### config.mk
export PLATFORM = sky130hd
export DESIGN_NAME = mem_stage
export DESIGN_NICKNAME = d
export VERILOG_FILES = /design/src/rtl/mem_stage_pkg.sv /design/src/rtl/mem_stage_align.sv /design/src/rtl/mem_stage.sv
export SDC_FILE = /design/constraint.sdc
export NUM_CORES = 1
export LEC_CHECK = 0
export CAP_MARGIN = 20
export CELL_PAD_IN_SITES_DETAIL_PLACEMENT = 1
export CELL_PAD_IN_SITES_GLOBAL_PLACEMENT = 1
export CORE_MARGIN = 2
export CORE_UTILIZATION = 33
export DETAILED_ROUTE_END_ITERATION = 12
export GPL_TIMING_DRIVEN = 0
export PLACE_DENSITY = 0.89
export RECOVER_POWER = 50
export SLEW_MARGIN = 20
export SYNTH_ARGS = -nofsm -noshare
export SYNTH_HDL_FRONTEND = slang
export SYNTH_SLANG_ARGS = --single-unit
### constraint.sdc
create_clock -name clk_i -period 2.1 [get_ports clk_i]
set_input_delay 0.21 -clock clk_i [delete_from_list [all_inputs] [get_ports clk_i]]
set_output_delay 0.21 -clock clk_i [all_outputs]
set_load 0.05 [all_outputs]
### src/rtl/mem_stage_pkg.sv
// mem_stage_pkg
//   Shared encodings for the memory-access stage: write-back field widths,
//   MEM_* operation codes and the bus-transaction FSM states.
//   No ports.
package mem_stage_pkg;

   localparam int RADDR_WIDTH = 5;
   localparam int RDATA_WIDTH = 32;

   typedef enum logic [3:0] {
      MEM_NOP = 4'd0,
      MEM_LB  = 4'd1,
      MEM_LH  = 4'd2,
      MEM_LW  = 4'd3,
      MEM_LBU = 4'd4,
      MEM_LHU = 4'd5,
      MEM_SB  = 4'd6,
      MEM_SH  = 4'd7,
      MEM_SW  = 4'd8
   } mem_op_e;

   typedef enum logic [1:0] {
      ST_IDLE = 2'd0,
      ST_REQ  = 2'd1,
      ST_DONE = 2'd2
   } mem_state_e;

endpackage

### src/rtl/mem_stage_align.sv
// mem_align
//   Combinational byte-lane logic for the memory stage: store steering,
//   load byte/half extraction with sign/zero extension, misalignment check.
//   Ports:
//     op_i        memory operation
//     addr_lo_i   byte offset within the word (addr[1:0])
//     st_data_i   store data from the pipeline
//     rdata_i     raw read data from the bus
//     sel_o       byte enables (used for loads and stores)
//     wdata_o     lane-replicated store data
//     ld_data_o   formatted load result
//     misalign_o  access not naturally aligned for its size
//     is_store_o  op is SB/SH/SW
module mem_align
   import mem_stage_pkg::*;
(
   input  mem_op_e     op_i,
   input  logic [1:0]  addr_lo_i,
   input  logic [31:0] st_data_i,
   input  logic [31:0] rdata_i,
   output logic [3:0]  sel_o,
   output logic [31:0] wdata_o,
   output logic [31:0] ld_data_o,
   output logic        misalign_o,
   output logic        is_store_o
);

   logic [7:0]  byte_v;
   logic [15:0] half_v;

   always_comb begin
      byte_v = rdata_i[7:0];
      case (addr_lo_i)
         2'd1:    byte_v = rdata_i[15:8];
         2'd2:    byte_v = rdata_i[23:16];
         2'd3:    byte_v = rdata_i[31:24];
         default: byte_v = rdata_i[7:0];
      endcase
      half_v = addr_lo_i[1] ? rdata_i[31:16] : rdata_i[15:0];
   end

   always_comb begin
      sel_o      = 4'b1111;
      wdata_o    = st_data_i;
      ld_data_o  = rdata_i;
      misalign_o = 1'b0;
      is_store_o = 1'b0;
      case (op_i)
         MEM_LB, MEM_LBU, MEM_SB: begin
            sel_o     = 4'b0001 << addr_lo_i;
            wdata_o   = {4{st_data_i[7:0]}};
            ld_data_o = (op_i == MEM_LB) ? {{24{byte_v[7]}}, byte_v}
                                         : {24'd0, byte_v};
         end
         MEM_LH, MEM_LHU, MEM_SH: begin
            sel_o      = addr_lo_i[1] ? 4'b1100 : 4'b0011;
            wdata_o    = {2{st_data_i[15:0]}};
            ld_data_o  = (op_i == MEM_LH) ? {{16{half_v[15]}}, half_v}
                                          : {16'd0, half_v};
            misalign_o = addr_lo_i[0];
         end
         MEM_LW, MEM_SW: begin
            misalign_o = (addr_lo_i != 2'd0);
         end
         default: begin
         end
      endcase
      is_store_o = (op_i == MEM_SB) || (op_i == MEM_SH) || (op_i == MEM_SW);
   end

endmodule

### src/rtl/mem_stage.sv
// mem_stage
//   Memory-access pipeline stage between EXE/MEM and MEM/WB. Non-memory ops
//   pass write-back fields through; loads/stores run one req/ack data-bus
//   transaction while holding the pipeline with stall_o.
//   Ports:
//     clk_i, rst_n_i          clock, asynchronous active-low reset
//     reg_waddr_i/we_i/wdata_i  write-back fields from EXE/MEM
//     mem_we_i, mem_addr_i, mem_data_i, mem_op_i  memory op from EXE/MEM
//     reg_waddr_o/we_o/wdata_o  write-back fields to MEM/WB
//     stall_o                 freeze upstream, bubble into MEM/WB
//     misalign_o              misaligned-access exception (combinational)
//     bus_err_o               one-cycle pulse on ack timeout
//     dbus_req_o/we_o/addr_o/sel_o/wdata_o  registered data-bus request
//     dbus_rdata_i, dbus_ack_i  data-bus response
module mem_stage
   import mem_stage_pkg::*;
#(
   parameter int ADDR_WIDTH  = 32,
   parameter int DATA_WIDTH  = 32,
   parameter int ACK_TIMEOUT = 255
) (
   input  logic                   clk_i,
   input  logic                   rst_n_i,
   input  logic [RADDR_WIDTH-1:0] reg_waddr_i,
   input  logic                   reg_we_i,
   input  logic [RDATA_WIDTH-1:0] reg_wdata_i,
   input  logic                   mem_we_i,
   input  logic [ADDR_WIDTH-1:0]  mem_addr_i,
   input  logic [DATA_WIDTH-1:0]  mem_data_i,
   input  logic [3:0]             mem_op_i,
   output logic [RADDR_WIDTH-1:0] reg_waddr_o,
   output logic                   reg_we_o,
   output logic [RDATA_WIDTH-1:0] reg_wdata_o,
   output logic                   stall_o,
   output logic                   misalign_o,
   output logic                   bus_err_o,
   output logic                   dbus_req_o,
   output logic                   dbus_we_o,
   output logic [ADDR_WIDTH-1:0]  dbus_addr_o,
   output logic [3:0]             dbus_sel_o,
   output logic [DATA_WIDTH-1:0]  dbus_wdata_o,
   input  logic [DATA_WIDTH-1:0]  dbus_rdata_i,
   input  logic                   dbus_ack_i
);

   localparam int CW = (ACK_TIMEOUT > 1) ? $clog2(ACK_TIMEOUT + 1) : 1;
   localparam logic [CW-1:0] TO_LAST = (ACK_TIMEOUT == 0) ? '0 : CW'(ACK_TIMEOUT - 1);

   mem_state_e             state_q, state_d;
   logic [CW-1:0]          cnt_q;
   logic [DATA_WIDTH-1:0]  ld_q;

   mem_op_e                op;
   logic                   memop, misalign, is_store, is_load, go, timeout;
   logic [3:0]             sel;
   logic [31:0]            wdata, ld_data;

   assign op = mem_op_e'(mem_op_i);

   mem_align u_align (
      .op_i       (op),
      .addr_lo_i  (mem_addr_i[1:0]),
      .st_data_i  (mem_data_i),
      .rdata_i    (dbus_rdata_i),
      .sel_o      (sel),
      .wdata_o    (wdata),
      .ld_data_o  (ld_data),
      .misalign_o (misalign),
      .is_store_o (is_store)
   );

   assign memop   = (op != MEM_NOP);
   assign is_load = memop & ~is_store;
   assign go      = memop & ~misalign;
   // Counter holds the number of REQ cycles already spent without ack, so
   // the abort lands after exactly ACK_TIMEOUT cycles of req.
   assign timeout = (ACK_TIMEOUT != 0) && (cnt_q == TO_LAST);

   // State register
   always_ff @(posedge clk_i or negedge rst_n_i) begin
      if (!rst_n_i) state_q <= ST_IDLE;
      else          state_q <= state_d;
   end

   // Next-state logic
   always_comb begin
      state_d = state_q;
      case (state_q)
         ST_IDLE: if (go) state_d = ST_REQ;
         ST_REQ:  if (dbus_ack_i || timeout) state_d = ST_DONE;
         default: state_d = ST_IDLE;
      endcase
   end

   // Bus request, timeout counter and captured load data
   always_ff @(posedge clk_i or negedge rst_n_i) begin
      if (!rst_n_i) begin
         cnt_q        <= '0;
         ld_q         <= '0;
         bus_err_o    <= 1'b0;
         dbus_req_o   <= 1'b0;
         dbus_we_o    <= 1'b0;
         dbus_addr_o  <= '0;
         dbus_sel_o   <= '0;
         dbus_wdata_o <= '0;
      end else begin
         bus_err_o <= 1'b0;
         case (state_q)
            ST_IDLE: begin
               cnt_q <= '0;
               if (go) begin
                  dbus_req_o   <= 1'b1;
                  dbus_we_o    <= is_store;
                  dbus_addr_o  <= {mem_addr_i[ADDR_WIDTH-1:2], 2'b00};
                  dbus_sel_o   <= sel;
                  dbus_wdata_o <= wdata;
               end
            end
            ST_REQ: begin
               if (dbus_ack_i) begin
                  dbus_req_o <= 1'b0;
                  ld_q       <= ld_data;
               end else if (timeout) begin
                  dbus_req_o <= 1'b0;
                  bus_err_o  <= 1'b1;
                  ld_q       <= '0;
               end else begin
                  cnt_q <= cnt_q + CW'(1);
               end
            end
            default: begin
               cnt_q <= '0;
            end
         endcase
      end
   end

   // Outputs
   always_comb begin
      stall_o     = go & (state_q != ST_DONE);
      misalign_o  = memop & misalign;
      reg_waddr_o = reg_waddr_i;
      reg_we_o    = reg_we_i;
      reg_wdata_o = reg_wdata_i;
      if (memop) begin
         reg_we_o = is_load & ~misalign & (state_q == ST_DONE) & reg_we_i;
         if (is_load) reg_wdata_o = ld_q;
      end
   end

   // mem_we_i duplicates the store decode of mem_op_i; kept for port compatibility.
   logic unused_we;
   assign unused_we = mem_we_i;

endmodule

==> results of run 1 <==
## stage by stage
| stage | total power [mW] | hold slack (ns) | utilization | TNS [ns] | cell area [um^2] |
|---|---|---|---|---|---|
| 2_1_floorplan | 8.95 | -0.0856 | - | 0 | 6060 |
| 3_3_place_gp | 11.6 | 0.470 | 0.488 | -487.80 | 8770 |
| 3_5_place_dp | 11.8 | 0.166 | 0.490 | -71.26 | 8800 |
| 4_1_cts | 13.7 | 0.349 | 0.508 | 0 | 9130 |
| 5_1_grt | 14.2 | 0.427 | 0.514 | -0.0102 | 9230 |
| 6_report | 13.6 | 0.436 | 0.514 | 0 | 9240 |
## cell families after synthesis
kind of cell    Yosys count
compound gates          136
flops                   111
fa+ha+maj                 2
xor+xnor                  6
simple gates             67
mux                     125
other cells               1
buf+inv                  61
## layout make-up
cell class / instances / share of cell area
Antenna cell: 3 / 0.000813
Buffer: 44 / 0.0332
Clock buffer: 9 / 0.0244
Clock inverter: 7 / 0.0106
Inverter: 17 / 0.00691
Multi-Input combinational cell: 338 / 0.324
Sequential cell: 111 / 0.301
Tap cell: 229 / 0.0310
Timing Repair Buffer: 257 / 0.268
## metal layers
layer,share of wire,up-vias,track usage
met5,0,-,0
met4,0.030,0,0.0984
met3,0.066,39,0.0475
met2,0.51,213,0.377
met1,0.39,2735,0.268
li1,-,2412,-
## worst paths after layout
kind	startpoint	endpoint	slack (ns)
setup / recovery	mem_op_i[0]	dbus_addr_o[27]	0.08
hold / removal	mem_addr_i[1]	ld_q[15]	0.44
setup reg to reg	state_q[1]	ld_q[1]	0.10
hold reg to reg	ld_q[26]	ld_q[26]	0.49
max in group asynchronous	rst_n_i	dbus_wdata_o[15]	0.52
min in group asynchronous	rst_n_i	ld_q[25]	0.62
## critical path: cells and delay by family
family          cells  cell delay [ns]
compound gates      2             0.69
buf+inv             5             1.01
mux                 1             0.34
## flip-flops by register name, summed over array words and instances (netlist names)
signal,count
ld_q,32
dbus_addr_o,30
bus_err_o,1
dbus_wdata_o,32
cnt_q,8
dbus_we_o,1
dbus_req_o,1
dbus_sel_o,4
state_q,2
## power by group through the flow
stage | Sequential (mW) | Combinational [mW] | Clock (mW)
2_1_floorplan | 5.92 | 3.03 | 0
3_3_place_gp | 3.66 | 7.97 | 0
3_5_place_dp | 3.73 | 8.10 | 0
4_1_cts | 3.70 | 8.01 | 1.96
5_1_grt | 3.82 | 8.31 | 2.03
6_report | 3.69 | 7.98 | 1.90
## Yosys cell counts, types with 2 or more instances
cell type	number	area, um^2
a21bo_2	8	80.1
or3_1	3	18.8
a221o_1	6	60.1
mux2_2	99	1110
o211ai_1	23	173
o21a_1	7	52.6
buf_4	13	97.6
nor2_1	31	116
and2_1	3	18.8
a22o_1	8	70.1
ha_1	2	25.0
nand4b_1	2	17.5
nor4_1	2	12.5
o211a_1	3	30.0
mux2i_1	10	100
nand3_1	2	10.0
buf_6	4	45.0
clkbuf_1	12	45.0
dfrtp_1	111	2780
mux2_1	8	90.1
buf_2	15	75.1
and3b_1	2	17.5
inv_1	17	63.8
nand2_1	9	33.8
o21ai_0	37	185
and3_1	2	12.5
xnor2_1	5	43.8
o31ai_1	3	22.5
mux4_2	8	180
a21oi_1	9	45.0
o2bb2ai_1	19	166
a21o_1	2	15.0
nor2b_1	3	18.8
## timing repair
| item | 4_1_cts | 5_1_grt |
|---|---|---|
| gates resized for setup | 215 | 22 |
| cloned | 0 | 2 |
| setup endpoints to repair | 60 | 64 |
| hold buffers | 1 | 0 |
| setup buffers | 2 | 9 |
| pin swaps | 1 | 2 |
| hold endpoints to repair | 40 | 0 |
==> metrics.cfg, run 1 <==
[clock_tree]
cts_tree=built
cts.sinks=111
cts_root_buf=clkbuf_16
path_clk_slew_ns=0.07
cts_inserted_buffers=9
insertion_delay_ns=0.36
max-clock-path-buffers=2
htreeDepth=3

[sta]
slew_viol_final=0
period_minus_slack_ns=2.02
slew_headroom=0.200
fmax_mhz=496
setup_violations=0
finalCritPeriodShare=0.960
final-hold-violation-count=0
fin_ws_ns=0.0850
skew_ns=0.00656
worstMarginPinSlew_ns=1.20

[power_and_ir_drop]
p_leak_nw=3.84
seqPwrFrac=0.272
power_switching_mw=6.41
clockPowerShare=0.140
swShare=0.472
intPower_mw=7.17
vdd_drop_max_mv=0.910
combPwrFrac=0.588
powerDensity_nw_per_um2=1470

[drt]
drt_first_pass_iters=4
viasPerCell=5.32
drt_iter0_markers=320
drc=0
wirelength_um=22000
drtAntennaViolNets=0
via_count=5399
wl_per_cell_um=21.6

[synthesis]
ys_async_sr_fraction=1.00
synth_cell_types=54
synth_cells=509
muxShareOfSynthArea=0.246
synth_simple_gate_area_frac=0.0586
synth_top_family_by_area=multiplexers
avgSynthCellArea_um2=11.9
ys_warn_count=0
synth_fa_ha_area_frac=0.00414
synth_compound_area_frac=0.168
ys_seq_area_frac=0.460
syn_area_um2=6040
synth_edf_count=0
synthXorXnorAreaFrac=0.00870
synthFlopType=dfrtp_1
ys_ff_latch=111

[worst_setup_path]
worst-endpoint-required_ns=2.34
crit_path_cell_trace=clkbuf_1, buf_6, clkbuf_1, o311a_1, o211ai_4, clkbuf_2, buf_6, mux2_1
endpoint_kind=flop
cp_slowest_cell=o311a_1
critical_path_arrival_ns=2.26
cp_max_fo=10
critPathLaunchType=primary input
max_stage_delay_ns=0.41
ff2ff_path_depth=5
crit_type=primary input to flop

[floorplan]
rows=49
die_x_um=139
core-area_um2=18000
initial_core_util=0.336
die_y_um=139
die_area_um2=19400
ioPinCount=253

[placed_design]
dp_slack_ns=-1.14
dp_cells=982
place.gp.congestion=0.850
hpwlAfterDp_um=16200
port_buffers=242

[cells_and_area]
final_cell_mix=197 x clkdlybuf4s50_1, 111 x dfrtp_1, 99 x mux2_2
fillers=1888
multi_input_area_um2=3000
nNetsFinal=922
drive_gt1_frac=0.290
final_common_cell=clkdlybuf4s50_1
finalNonFillerCells=1015
area_growth_pct=53.0
seq_area_um2=2780

[status]
outcome=completed

[global_routing]
grt_pass1_wl_um=33400
antenna_found_initial=2
grt_max_degree=72
grt.overflow.total=0
track_usage=0.221
grt_pass1_vias=5855

[min_path]
hold_depth=4
hp-class=primary input to flop

[flow_run]
maxCapViolations=0

No activity file was read; power rests on OpenSTA's default activity.
==> inputs of run 2 (changes only) <==
--- a/config.mk
+++ b/config.mk
@@ -10,6 +10,7 @@
 export CELL_PAD_IN_SITES_GLOBAL_PLACEMENT = 1
 export CORE_MARGIN = 2
 export CORE_UTILIZATION = 33
+export CTS_BUF_LIST = sky130_fd_sc_hd__clkbuf_8 sky130_fd_sc_hd__clkbuf_16
 export DETAILED_ROUTE_END_ITERATION = 12
 export GPL_TIMING_DRIVEN = 0
 export PLACE_DENSITY = 0.89
==> results of run 2 <==
The final DEF is identical to that of run 1; final timing and power are the same.
==> inputs of run 3 (changes only) <==
--- a/config.mk
+++ b/config.mk
@@ -8,12 +8,12 @@
 export CAP_MARGIN = 20
 export CELL_PAD_IN_SITES_DETAIL_PLACEMENT = 1
 export CELL_PAD_IN_SITES_GLOBAL_PLACEMENT = 1
-export CORE_MARGIN = 2
+export CORE_MARGIN = 4
 export CORE_UTILIZATION = 33
 export CTS_BUF_LIST = sky130_fd_sc_hd__clkbuf_8 sky130_fd_sc_hd__clkbuf_16
 export DETAILED_ROUTE_END_ITERATION = 12
 export GPL_TIMING_DRIVEN = 0
-export PLACE_DENSITY = 0.89
+export PLACE_DENSITY = 0.78
 export RECOVER_POWER = 50
 export SLEW_MARGIN = 20
 export SYNTH_ARGS = -nofsm -noshare
==> run 3 against run 2 <==
Compared with the run above:
- clock-buffer cell count unchanged
- die area up 5.8%
- sequential cell count unchanged
- via count down 2.4%
- power up 0.87%
- critical path depth unchanged
- first-iteration DRC count down 11%
- core utilization up 0.056 points
- worst hold slack worse by 0.0050 ns
- critical path type is now primary input to primary output
==> metrics.cfg, run 3 (synthesis gave the netlist of run 1 again) <==
[drt]
drt_first_pass_iters=4  ; unchanged
wl_per_cell_um=21.3  ; was 21.6 um
drc=0  ; unchanged
drt_iter0_markers=284  ; was 320
drtAntennaViolNets=0  ; unchanged
viasPerCell=5.23  ; was 5.32
via_count=5268  ; was 5399
wirelength_um=21500  ; was 22000 um

[sta]
skew_ns=0.00727  ; was 0.00656 ns
setup_violations=0  ; unchanged
slew_viol_final=0  ; unchanged
worstMarginPinSlew_ns=1.36  ; was 1.20 ns
holdWs_ns=0.431  ; was 0.436 ns
rsz0062_at_grt=false
period_minus_slack_ns=2.06  ; was 2.02 ns
fmax_mhz=486  ; was 496 MHz
fin_ws_ns=0.0429  ; was 0.0850 ns
fin_setup_tns_ns=0  ; unchanged
final-hold-violation-count=0  ; unchanged
finalCritPeriodShare=0.980  ; was 0.960
slew_headroom=0.0947  ; was 0.200

[clock_tree]
max-clock-path-buffers=2  ; unchanged
htreeDepth=3  ; unchanged
path_clk_slew_ns=0.08  ; was 0.07 ns
cts.sinks=111  ; unchanged
cts_tree=built  ; unchanged
cts_root_buf=clkbuf_16  ; unchanged
cts_inserted_buffers=9  ; unchanged
insertion_delay_ns=0.36  ; about the same

[worst_setup_path]
crit_top_cell=buf_6
reg2reg_slack_ns=0.16  ; was 0.10 ns
endpoint_kind=primary output  ; was flop
worst-endpoint-required_ns=1.89  ; was 2.34 ns
rr_startpoint=cnt_q[0]  ; was state_q[1]
crit_type=primary input to primary output  ; was primary input to flop
crit_cells=8  ; unchanged
cp_num_buf_inv=4  ; was 5
r2r-end=ld_q[13]  ; was ld_q[1]
path_delay_family=buffers and inverters  ; unchanged
critPathLaunchType=primary input  ; unchanged
max_stage_delay_ns=0.34  ; was 0.41 ns
cp_slowest_cell=mux2_2  ; was o311a_1
critical_path_arrival_ns=1.85  ; was 2.26 ns
cp_max_fo=10  ; unchanged
ff2ff_path_depth=7  ; was 5
critPathLaunch=mem_op_i[3]  ; was mem_op_i[0]
crit_path_cell_trace=dlygate4sd2_1, buf_6, nor2b_4, nand2_2, nand2_8, bufbuf_16, mux2_2, buf_6  ; was clkbuf_1, buf_6, clkbuf_1, o311a_1, o211ai_4, clkbuf_2, buf_6, mux2_1

[placed_design]
dp_slack_ns=-1.28  ; was -1.14 ns
hpwlAfterDp_um=16700  ; was 16200 um
postPlaceCellArea_um2=8800  ; unchanged
place.gp.congestion=0.882  ; was 0.850
port_buffers=242  ; unchanged

[power_and_ir_drop]
powerDensity_nw_per_um2=1480  ; was 1470 nW/um^2
vdd_drop_max_mv=0.913  ; was 0.910 mV
p_leak_nw=3.85  ; was 3.84 nW

[cells_and_area]
design_area_um2=9250  ; was 9240 um^2
final_common_cell=clkdlybuf4s50_1  ; unchanged
final_cell_mix=194 x clkdlybuf4s50_1, 111 x dfrtp_1, 97 x mux2_2  ; was 197 x clkdlybuf4s50_1, 111 x dfrtp_1, 99 x mux2_2
area_growth_pct=53.1  ; was 53.0%
nNetsFinal=918  ; was 922
drive_gt1_frac=0.288  ; was 0.290
multi_input_area_um2=3010  ; was 3000 um^2
reg_top3=dbus_wdata_o: 32 flops, ld_q: 32 flops, dbus_addr_o: 30 flops  ; unchanged
diodes=0  ; was 3
fillers=1890  ; was 1888
seq_area_um2=2780  ; unchanged

[floorplan]
die_area_um2=20500  ; was 19400 um^2
die_y_um=143  ; was 139 um
initial_core_util=0.336  ; unchanged
die_x_um=143  ; was 139 um
ioPinCount=253  ; unchanged
rows=49  ; unchanged
core-area_um2=18000  ; unchanged

[min_path]
hold_depth=4  ; unchanged
min_to=ld_q[15]  ; unchanged
worstHoldStart=mem_addr_i[1]  ; unchanged
hp-class=primary input to flop  ; unchanged

[global_routing]
track_usage=0.208  ; was 0.221
grt_pass1_vias=5920  ; was 5855
grt.overflow.total=0  ; unchanged
grt_max_degree=61  ; was 72
antenna_found_initial=0  ; was 2
grt_pass1_wl_um=33500  ; was 33400 um

[status]
outcome=completed  ; unchanged

[flow_run]
maxCapViolations=0  ; unchanged

-- run 3: stage by stage --
stage / power [mW] / util / instances
after floorplan: 8.95 / - / 510
after global placement: 11.6 / 0.488 / 981
after detailed placement: 11.9 / 0.490 / 982
after CTS: 13.9 / 0.515 / 1006
after global routing: 14.3 / 0.515 / 1008
final: 13.7 / 0.515 / 1008
-- run 3: worst max-delay path by stage --
stage / to
finish: reg_wdata_o[20]
floorplan: misalign_o
global placement: dbus_addr_o[6]
detailed placement: reg_wdata_o[13]
CTS: reg_wdata_o[20]
global route: ld_q[13]
-- run 3: area by class of cell --
class	count	share of cell area
inverters	17	0.00690
flip-flops and latches	111	0.300
well taps	229	0.0310
plain buffers	44	0.0327
multi-input cells	338	0.325
repair buffers	253	0.267
clock buffers	9	0.0244
clock inverters	7	0.0122
-- run 3: where the power goes --
part | internal [mW] | switching, mW | leakage (nW)
combinational | 3.08 | 4.97 | 2.34
clock | 1.07 | 0.876 | 0.161
sequential | 3.12 | 0.575 | 1.34
total | 7.27 | 6.42 | 3.85
-- run 3: metal layers --
metal,share of wire,GRT usage,up-vias
li1,-,-,2412
met1,0.41,0.256,2638
met2,0.51,0.363,184
met3,0.063,0.0499,34
met4,0.023,0.0610,0
met5,0,0,-
-- run 3: timing repair --
item                                    CTS  global route
hold buffers                              1             0
endpoints found under the setup margin  116            16
hold endpoints to repair                 51             0
pin swaps                                 2             1
resized for setup                       239            18
gates cloned                              1             0
setup buffers                             6             2
-- run 3: worst reg2reg max path, stage by stage, from the launching register on --
cell	delay [ns]
dfrtp_1	0.43
inv_1	0.07
ha_1	0.16
nand3_1	0.13
o21ai_1	0.25
nand2_2	0.16
clkbuf_2	0.24
a221o_1	0.38
